$ cat src/rtl/rf_writeback_arb.sv
// ============================================================================
// Module   : rf_writeback_arb
// Purpose  : Register-file write-port arbiter for ALU vs. MUL/DIV results,
//            with a pending scoreboard that stalls decode on MD hazards.
//            Optional macro RF_WB_BYPASS_EN adds a commit-cycle forward path.
// Revision : 1.0 - initial release
// ============================================================================
`default_nettype none

module rf_writeback_arb #(
    parameter int MD_FIFO_DEPTH = 2,
    parameter int STARVE_LIMIT  = 4
) (
    input  logic        clk,
    input  logic        rst,
    input  logic        alu_valid,
    input  logic [4:0]  alu_rd,
    input  logic [31:0] alu_data,
    input  logic        md_valid,
    output logic        md_ready,
    input  logic [4:0]  md_rd,
    input  logic [31:0] md_data,
    input  logic        md_issue,
    input  logic [4:0]  md_issue_rd,
    input  logic [4:0]  dec_rs1,
    input  logic [4:0]  dec_rs2,
    input  logic [4:0]  dec_rd,
    output logic        dec_stall,
    output logic        alu_stall,
    output logic        reg_write,
    output logic [4:0]  rd,
    output logic [31:0] wd
`ifdef RF_WB_BYPASS_EN
    ,
    output logic        fwd_rs1_hit,
    output logic        fwd_rs2_hit,
    output logic [31:0] fwd_val
`endif
);

    localparam int PTR_W = $clog2(MD_FIFO_DEPTH);
    localparam int CNT_W = $clog2(MD_FIFO_DEPTH + 1);
    localparam int SC_W  = (STARVE_LIMIT > 0) ? $clog2(STARVE_LIMIT + 1) : 1;
    localparam logic [CNT_W-1:0] FIFO_FULL = CNT_W'(MD_FIFO_DEPTH);
    localparam logic [SC_W-1:0]  SC_MAX    = SC_W'(STARVE_LIMIT);

    logic [4:0]       fifo_rd_q   [MD_FIFO_DEPTH];
    logic [31:0]      fifo_data_q [MD_FIFO_DEPTH];
    logic [PTR_W-1:0] wr_ptr_q, wr_ptr_d;
    logic [PTR_W-1:0] rd_ptr_q, rd_ptr_d;
    logic [CNT_W-1:0] count_q, count_d;
    logic [SC_W-1:0]  starve_q, starve_d;
    logic [31:0]      pending_q, pending_d;
    logic             reg_write_q, reg_write_d;
    logic [4:0]       rd_q, rd_d;
    logic [31:0]      wd_q, wd_d;

    logic             empty, full, enq, force_md, sel_alu, sel_md;
    logic [4:0]       head_rd;
    logic [31:0]      head_data;

    assign empty     = (count_q == '0);
    assign full      = (count_q == FIFO_FULL);
    assign md_ready  = !full;
    assign enq       = md_valid & !full;
    assign head_rd   = fifo_rd_q[rd_ptr_q];
    assign head_data = fifo_data_q[rd_ptr_q];

    assign force_md  = (STARVE_LIMIT != 0) & !empty & (starve_q == SC_MAX);
    assign sel_alu   = alu_valid & !force_md;
    assign sel_md    = !sel_alu & !empty;
    assign alu_stall = alu_valid & force_md;

    always_comb begin
        wr_ptr_d    = wr_ptr_q;
        rd_ptr_d    = rd_ptr_q;
        count_d     = count_q;
        starve_d    = starve_q;
        pending_d   = pending_q;
        reg_write_d = 1'b0;
        rd_d        = rd_q;
        wd_d        = wd_q;

        if (enq) begin
            wr_ptr_d = wr_ptr_q + PTR_W'(1);
        end
        if (sel_md) begin
            rd_ptr_d = rd_ptr_q + PTR_W'(1);
        end
        case ({enq, sel_md})
            2'b10:   count_d = count_q + CNT_W'(1);
            2'b01:   count_d = count_q - CNT_W'(1);
            default: count_d = count_q;
        endcase

        if (sel_alu) begin
            reg_write_d = (alu_rd != 5'd0);
            rd_d        = alu_rd;
            wd_d        = alu_data;
            if (!empty && starve_q != SC_MAX) begin
                starve_d = starve_q + SC_W'(1);
            end
        end else if (sel_md) begin
            reg_write_d = (head_rd != 5'd0);
            rd_d        = head_rd;
            wd_d        = head_data;
            starve_d    = '0;
            if (head_rd != 5'd0) begin
                pending_d[head_rd] = 1'b0;
            end
        end

        // Applied after the clear so a same-cycle reissue keeps the bit set.
        if (md_issue && md_issue_rd != 5'd0) begin
            pending_d[md_issue_rd] = 1'b1;
        end
    end

    always_ff @(posedge clk or posedge rst) begin
        if (rst) begin
            wr_ptr_q    <= '0;
            rd_ptr_q    <= '0;
            count_q     <= '0;
            starve_q    <= '0;
            pending_q   <= '0;
            reg_write_q <= 1'b0;
            rd_q        <= 5'd0;
            wd_q        <= 32'd0;
        end else begin
            wr_ptr_q    <= wr_ptr_d;
            rd_ptr_q    <= rd_ptr_d;
            count_q     <= count_d;
            starve_q    <= starve_d;
            pending_q   <= pending_d;
            reg_write_q <= reg_write_d;
            rd_q        <= rd_d;
            wd_q        <= wd_d;
        end
    end

    // Storage needs no reset: occupancy alone decides which entries are live.
    always_ff @(posedge clk) begin
        if (enq) begin
            fifo_rd_q[wr_ptr_q]   <= md_rd;
            fifo_data_q[wr_ptr_q] <= md_data;
        end
    end

    assign dec_stall = ((dec_rs1 != 5'd0) & pending_q[dec_rs1])
                     | ((dec_rs2 != 5'd0) & pending_q[dec_rs2])
                     | ((dec_rd  != 5'd0) & pending_q[dec_rd]);

    assign reg_write = reg_write_q;
    assign rd        = rd_q;
    assign wd        = wd_q;

`ifdef RF_WB_BYPASS_EN
    assign fwd_rs1_hit = reg_write_q & (rd_q == dec_rs1) & (rd_q != 5'd0);
    assign fwd_rs2_hit = reg_write_q & (rd_q == dec_rs2) & (rd_q != 5'd0);
    assign fwd_val     = wd_q;
`endif

endmodule

`default_nettype wire
$ cat config.mk
export PLATFORM = sky130hd
export DESIGN_NAME = rf_writeback_arb
export DESIGN_NICKNAME = d
export VERILOG_FILES = /design/src/rtl/rf_writeback_arb.sv
export SDC_FILE = /design/constraint.sdc
export NUM_CORES = 1
export LEC_CHECK = 0
export CAP_MARGIN = 10
export CORE_MARGIN = 1
export CORE_UTILIZATION = 40
export DETAILED_ROUTE_END_ITERATION = 8
export GPL_TIMING_DRIVEN = 0
export PLACE_DENSITY = 0.72
export SYNTH_ARGS = -nofsm -noshare
export SYNTH_HDL_FRONTEND = slang
export SYNTH_SLANG_ARGS = --single-unit
$ cat constraint.sdc
create_clock -name clk -period 5 [get_ports clk]
set_clock_uncertainty 0.1 [all_clocks]
set_input_delay 1.25 -clock clk [delete_from_list [all_inputs] [get_ports clk]]
set_output_delay 1.25 -clock clk [all_outputs]
set_load 0.005 [all_outputs]
=== After elaboration in Yosys (flattened, before gate mapping) ===
Memory sizes are Yosys's and may differ from the RTL's.
Index checks and enable logic that the tools add are counted.

* Input bits: 99
* Memories kept: 2
* Memory bits (writable): 74
* Output and inout bits: 41
* Logic and storage cells: 85
* Bits in registers: 77

{| class="wikitable"
|+ Memory list
! name !! depth !! width !! rd ports !! clocked after Yosys merged registers in !! wr ports !! line !! text
|-
| fifo_data_q || 2 || 32 || 1 || 0 || 1 || 48 || <nowiki>logic [31:0] fifo_data_q [MD_FIFO_DEPTH];</nowiki>
|-
| fifo_rd_q || 2 || 5 || 1 || 0 || 1 || 47 || <nowiki>logic [4:0] fifo_rd_q [MD_FIFO_DEPTH];</nowiki>
|}

* Add/subtract/negate cells: 5
* Order comparisons: 7
* Equal/unequal tests: 6
* Bitwise logic cells: 13
* Multiplexer cells: 26
* Reductions and logical operators: 18

{| class="wikitable"
|+ Operators with widths
! operator !! count
|-
| 32-bit two-way mux || 6
|-
| 32-bit bitwise AND || 1
|-
| 32-bit NOT || 1
|-
| 32-bit OR || 1
|-
| 5-bit by 6-bit < comparator with 1-bit output, second input constant || 5
|-
| 5-bit nonzero test || 6
|-
| 1-bit binary-select mux with 5-bit select || 3
|-
| 1-bit demux with 5-bit select || 2
|-
| 5-bit by 1-bit >= comparator with 1-bit output, second input constant || 2
|-
| 5-bit two-way mux || 2
|-
| 1-bit two-way mux || 9
|-
| 3-bit two-way mux || 3
|-
| 1-bit bitwise AND || 8
|-
| 2-bit == test, second input constant || 2
|-
| 1-bit logical AND || 4
|-
| 1-bit zero test || 4
|-
| 2-bit one-hot mux with 2 select lines || 1
|-
| 2-bit nonzero test || 2
|-
| 3-bit by 1-bit adder with 3-bit output, second input constant || 1
|-
| 3-bit == test, second input constant || 1
|-
| 3-bit inequality test, second input constant || 1
|-
| 1-bit adder, second input constant || 2
|-
| 2-bit by 1-bit adder with 2-bit output, second input constant || 1
|-
| 2-bit by 1-bit == test with 1-bit output, second input constant || 1
|-
| other kinds (5) || 6
|}

=== Logic depth before layout (Yosys ltp) ===
An unclocked memory read counts as a cell.

* Depth after elaboration: 12
* Gate-level depth with buffers: 10
* Depth with buffers taken out: 10

=== Worst setup path after synthesis ===
Ideal clock, no wire load.

* Path type: input-to-output
* Start: input port dec_rs2[2]
* End: output port dec_stall
* Data arrival time: 2,424 ps
* Cell stages on the path: 6
* Path slack: 1,226 ps
* Required time: 3,650 ps
* Path buffers: 1
* Path through: buf_2 -> mux4_2 -> mux2i_1 -> o22ai_1 -> nor3_2 -> nand4_1

* Cells in the longest elaborated chain, start to end: 5
* Elaborated cells on any way between the ends: 6

{| class="wikitable"
|+ RTL lines
! what !! line !! text
|-
| start, declared || 26 || <nowiki>input logic [4:0] dec_rs2,</nowiki>
|-
| 1-bit binary-select mux with 5-bit select || 150 || <nowiki>| ((dec_rs2 != 5'd0) & pending_q[dec_rs2])</nowiki>
|-
| 1-bit two-way mux (not written as such) || 150 ||
|-
| 1-bit bitwise AND * || 150 ||
|-
| 1-bit OR * || 150 ||
|-
| 1-bit OR * || 151 || <nowiki>| ((dec_rd != 5'd0) & pending_q[dec_rd]);</nowiki>
|-
| end, declared || 28 || <nowiki>output logic dec_stall,</nowiki>
|}

Every way passes the cells marked *; elsewhere a longest branch is shown, timed or not. The select of a mux whose other input is x is not followed.

=== Final worst setup path ===
* Start: input port dec_rd[1]
* End: output port dec_stall

* Cells in the longest elaborated chain, start to end: 4
* Elaborated cells on any way between the ends: 5

{| class="wikitable"
|+ RTL lines
! what !! line !! text
|-
| start, declared || 27 || <nowiki>input logic [4:0] dec_rd,</nowiki>
|-
| 1-bit binary-select mux with 5-bit select || 151 ||
|-
| 1-bit two-way mux (not written as such) || 151 ||
|-
| 1-bit bitwise AND * || 151 ||
|-
| 1-bit OR * || 151 ||
|}

Marked as above.

==> run metrics <==
Setup violations, final 0; Initial Util between 40% and 50%; largest net degree at the start of global routing between 50 and 60; Tmin final approximately 4.8 ns; Setup crit end kind output pin; CTS Buf Count 17; share of post-route cells with drive strength above 1 approximately 12%; post-detail-place hpwl between 10,000 and 15,000 um; Synth cell types 55; TritonCTS clock tree done; final global-route overflow total 0; clock insertion delay at the later pin of the skew report approximately 0.41 ns; die height 133 um; Final Slew Violations 0; Final period util between 90% and 100%; largest buffer count on any clock path 2; vias per inst 5.48; number of gates resized after CTS 0; delay-heaviest family, CP buffers and inverters; xor and xnor area share after synthesis less than 1%; multiplexer share of the synthesized area between 10% and 20%; WHS approximately 0.38 ns; DIE AREA ~0.018 mm^2; drt wl/cell 18.8 um; Pwr per Cell Area 542 mW/mm^2; IO Count 140; Worst path most repeated cell clkdlybuf4s50_1; RSZ-0062 raised after global routing false; # diodes 0; violation count after the first detailed-routing iteration approximately 240; Synth warnings 0; final hold vios 0; buffer and inverter count on the worst path 3; slew margin rel. 38.3%; sequential area share after synthesis just under 60%; initial antenna violation count 1; sequential cell area 0.00412 mm^2; root buffer cell clkbuf_16; average size of a mapped cell around 12 um^2; max cap viols 0; drt pass-1 iters 4; fill cell count 1,415; CTS clock-pin slew for the worst setup and hold paths 0.06 ns; ys async rst share 50.7%; Worst path slowest cell clkdlybuf4s50_1; final core occ between 50% and 60%; worst-margin pin slew approximately 0.93 ns; Fin Setup TNS 0 ns; gpl congestion between 0.9 and 1; Chip Width around 130 um; adder-cell share of the synthesized area less than 1%; WP data arrival between 3 and 4 ns; Worst Path Class, Setup input port to output pin; peak supply drop 286 uV; NumNets Final just over 800; number of synthesized register bits 150; Syn Nets approximately 660; DRC 0; first-pass GRT wire length approximately 28,000 um; leakage ~0.0035 uW; DRT Wirelength 17,800 um; # rows 47; CP Launch Type input port; Yosys top cell area share approximately a third; top cells by area, synth edfxtp_1, dfrtp_1, o21ai_0, mux2i_1, mux4_2; Max Clock Freq slightly above 0.2 GHz; multi-input logic area around 0.0026 mm^2; CTS Hold Buffers Added 0; total number of vias ~5,200; total track usage between 20% and 30%; number of synthesized flops with an enable pin 74; CTS sink cnt 150; number of setup buffers added after CTS 0; CP cell instances clkdlybuf4s50_1 -> buf_2 -> mux4_2 -> nor2_1 -> nor4b_1 -> a21oi_1 -> nand4_1 -> clkdlybuf4s50_1; Gate Count Post-Synth about 560; post-synth top area cell edfxtp_1; H-tree lvl count 4; Max stage delay on crit path just under 0.6 ns; Synth Cell Area 0.00691 mm^2; status complete, no violations; P&R area growth vs syn 33.3%; Port Buffers 134; number of global-route vias before repair about 5,400; top cell types by occurrence after synthesis o21ai_0, dfrtp_1, edfxtp_1; Critical Path Fanout Max 10; simple-gate area share of the yosys netlist between 10% and 20%; ANT nets after route 0; area fraction in compound gates after synthesis about an eighth; HP Class flip-flop to flip-flop; Required @ worst endpoint 3.65 ns; Top FF cell, synth dfrtp_1; largest family of logic cells by synthesized area multiplexers; top-count cell post-synth o21ai_0; core area 0.0167 mm^2
[routing by layer]
layer  vias up  GRT usage, %  wire [um]
met5         -             0          0
met4         0          8.21        431
met3        32          7.31       1750
met2       239          36.8       9090
met1      2529          23.2       6570
li1       2408             -          -
[cell usage in the layout (no fill, tap or decap), drive strengths merged, types with 2 or more instances in the layout]
| cell type | instances |
|---|---|
| nand2b | 6 |
| nor2b | 7 |
| edfxtp | 74 |
| mux2 | 5 |
| bufinv | 4 |
| nor2 | 44 |
| nor3 | 6 |
| o211ai | 2 |
| nand3b | 8 |
| dfrtp | 76 |
| and3 | 2 |
| clkbuf | 26 |
| nor3b | 3 |
| mux4 | 17 |
| o21ai | 105 |
| ha | 3 |
| clkinv | 8 |
| xnor2 | 3 |
| a22oi | 2 |
| buf | 20 |
| xor2 | 3 |
| nand3 | 6 |
| nor4 | 3 |
| or3b | 3 |
| nand2 | 49 |
| a21oi | 36 |
| inv | 9 |
| clkdlybuf4s50 | 134 |
| nor4b | 2 |
| mux2i | 46 |
| a2111oi | 3 |
[tightest hold or removal path: stages, from the launching register on]
cell	delay, ns
dfrtp_1	0.34
nand2_1	0.04
o21ai_0	0.06
[cell type report]
cell class                 instances  area share (%)
buffer                            27            1.64
clock buffer                      17            4.62
clock inverter                    15            2.20
inverter                           7           0.339
multi-input combinational        378            28.4
sequential                       150            44.8
tap                              220            2.99
timing repair buffer             136            15.1
[final timing paths]
check | from | to | slack (ns) | depth (start not counted)
max in group asynchronous | rst | wd[3]$_DFFE_PP0P_ | 3.18 | 3
max reg2reg | rd_ptr_q$_DFFE_PP0N_ | pending_q[16]$_DFF_PP0_ | 2.77 | 6
min in group asynchronous | rst | count_q[0]$_DFFE_PP0P_ | 1.05 | 2
min | wd[30]$_DFFE_PP0P_ | wd[30]$_DFFE_PP0P_ | 0.38 | 2
min reg2reg | wd[30]$_DFFE_PP0P_ | wd[30]$_DFFE_PP0P_ | 0.38 | 2
max | dec_rd[1] | dec_stall | 0.19 | 8
[sequential cells by signal, summed over array words and instances, names as in the netlist]
register     flops
fifo_rd_q       10
rd_ptr_q         1
rd               5
pending_q       31
fifo_data_q     64
starve_q         3
reg_write        1
wd              32
count_q          2
wr_ptr_q         1
[stage by stage]
step | total power [uW] | worst slack (ns) | instances | instance area (um^2)
6_report | 4990 | 0.190 | 950 | 9220
5_1_grt | 5270 | 0.0197 | 950 | 9220
2_1_floorplan | 2900 | 1.23 | 562 | 6910
4_1_cts | 5020 | 0.145 | 950 | 9220
3_5_place_dp | 3670 | 0.151 | 918 | 8590
3_3_place_gp | 3580 | 0.0873 | 916 | 8530
[power by group]
| part | internal (uW) | total, uW | switching, uW |
|---|---|---|---|
| combinational | 814 | 1620 | 803 |
| sequential | 1750 | 2040 | 288 |
| clock | 838 | 1340 | 499 |
| total | 3400 | 4990 | 1590 |
[kinds of logic after synthesis]
kind of cell | Yosys count
buf+inv | 34
fa+ha+maj | 3
xor+xnor | 6
simple gates | 143
compound gates | 158
flops | 150
mux | 68
Power figures use the tool's default switching activity.
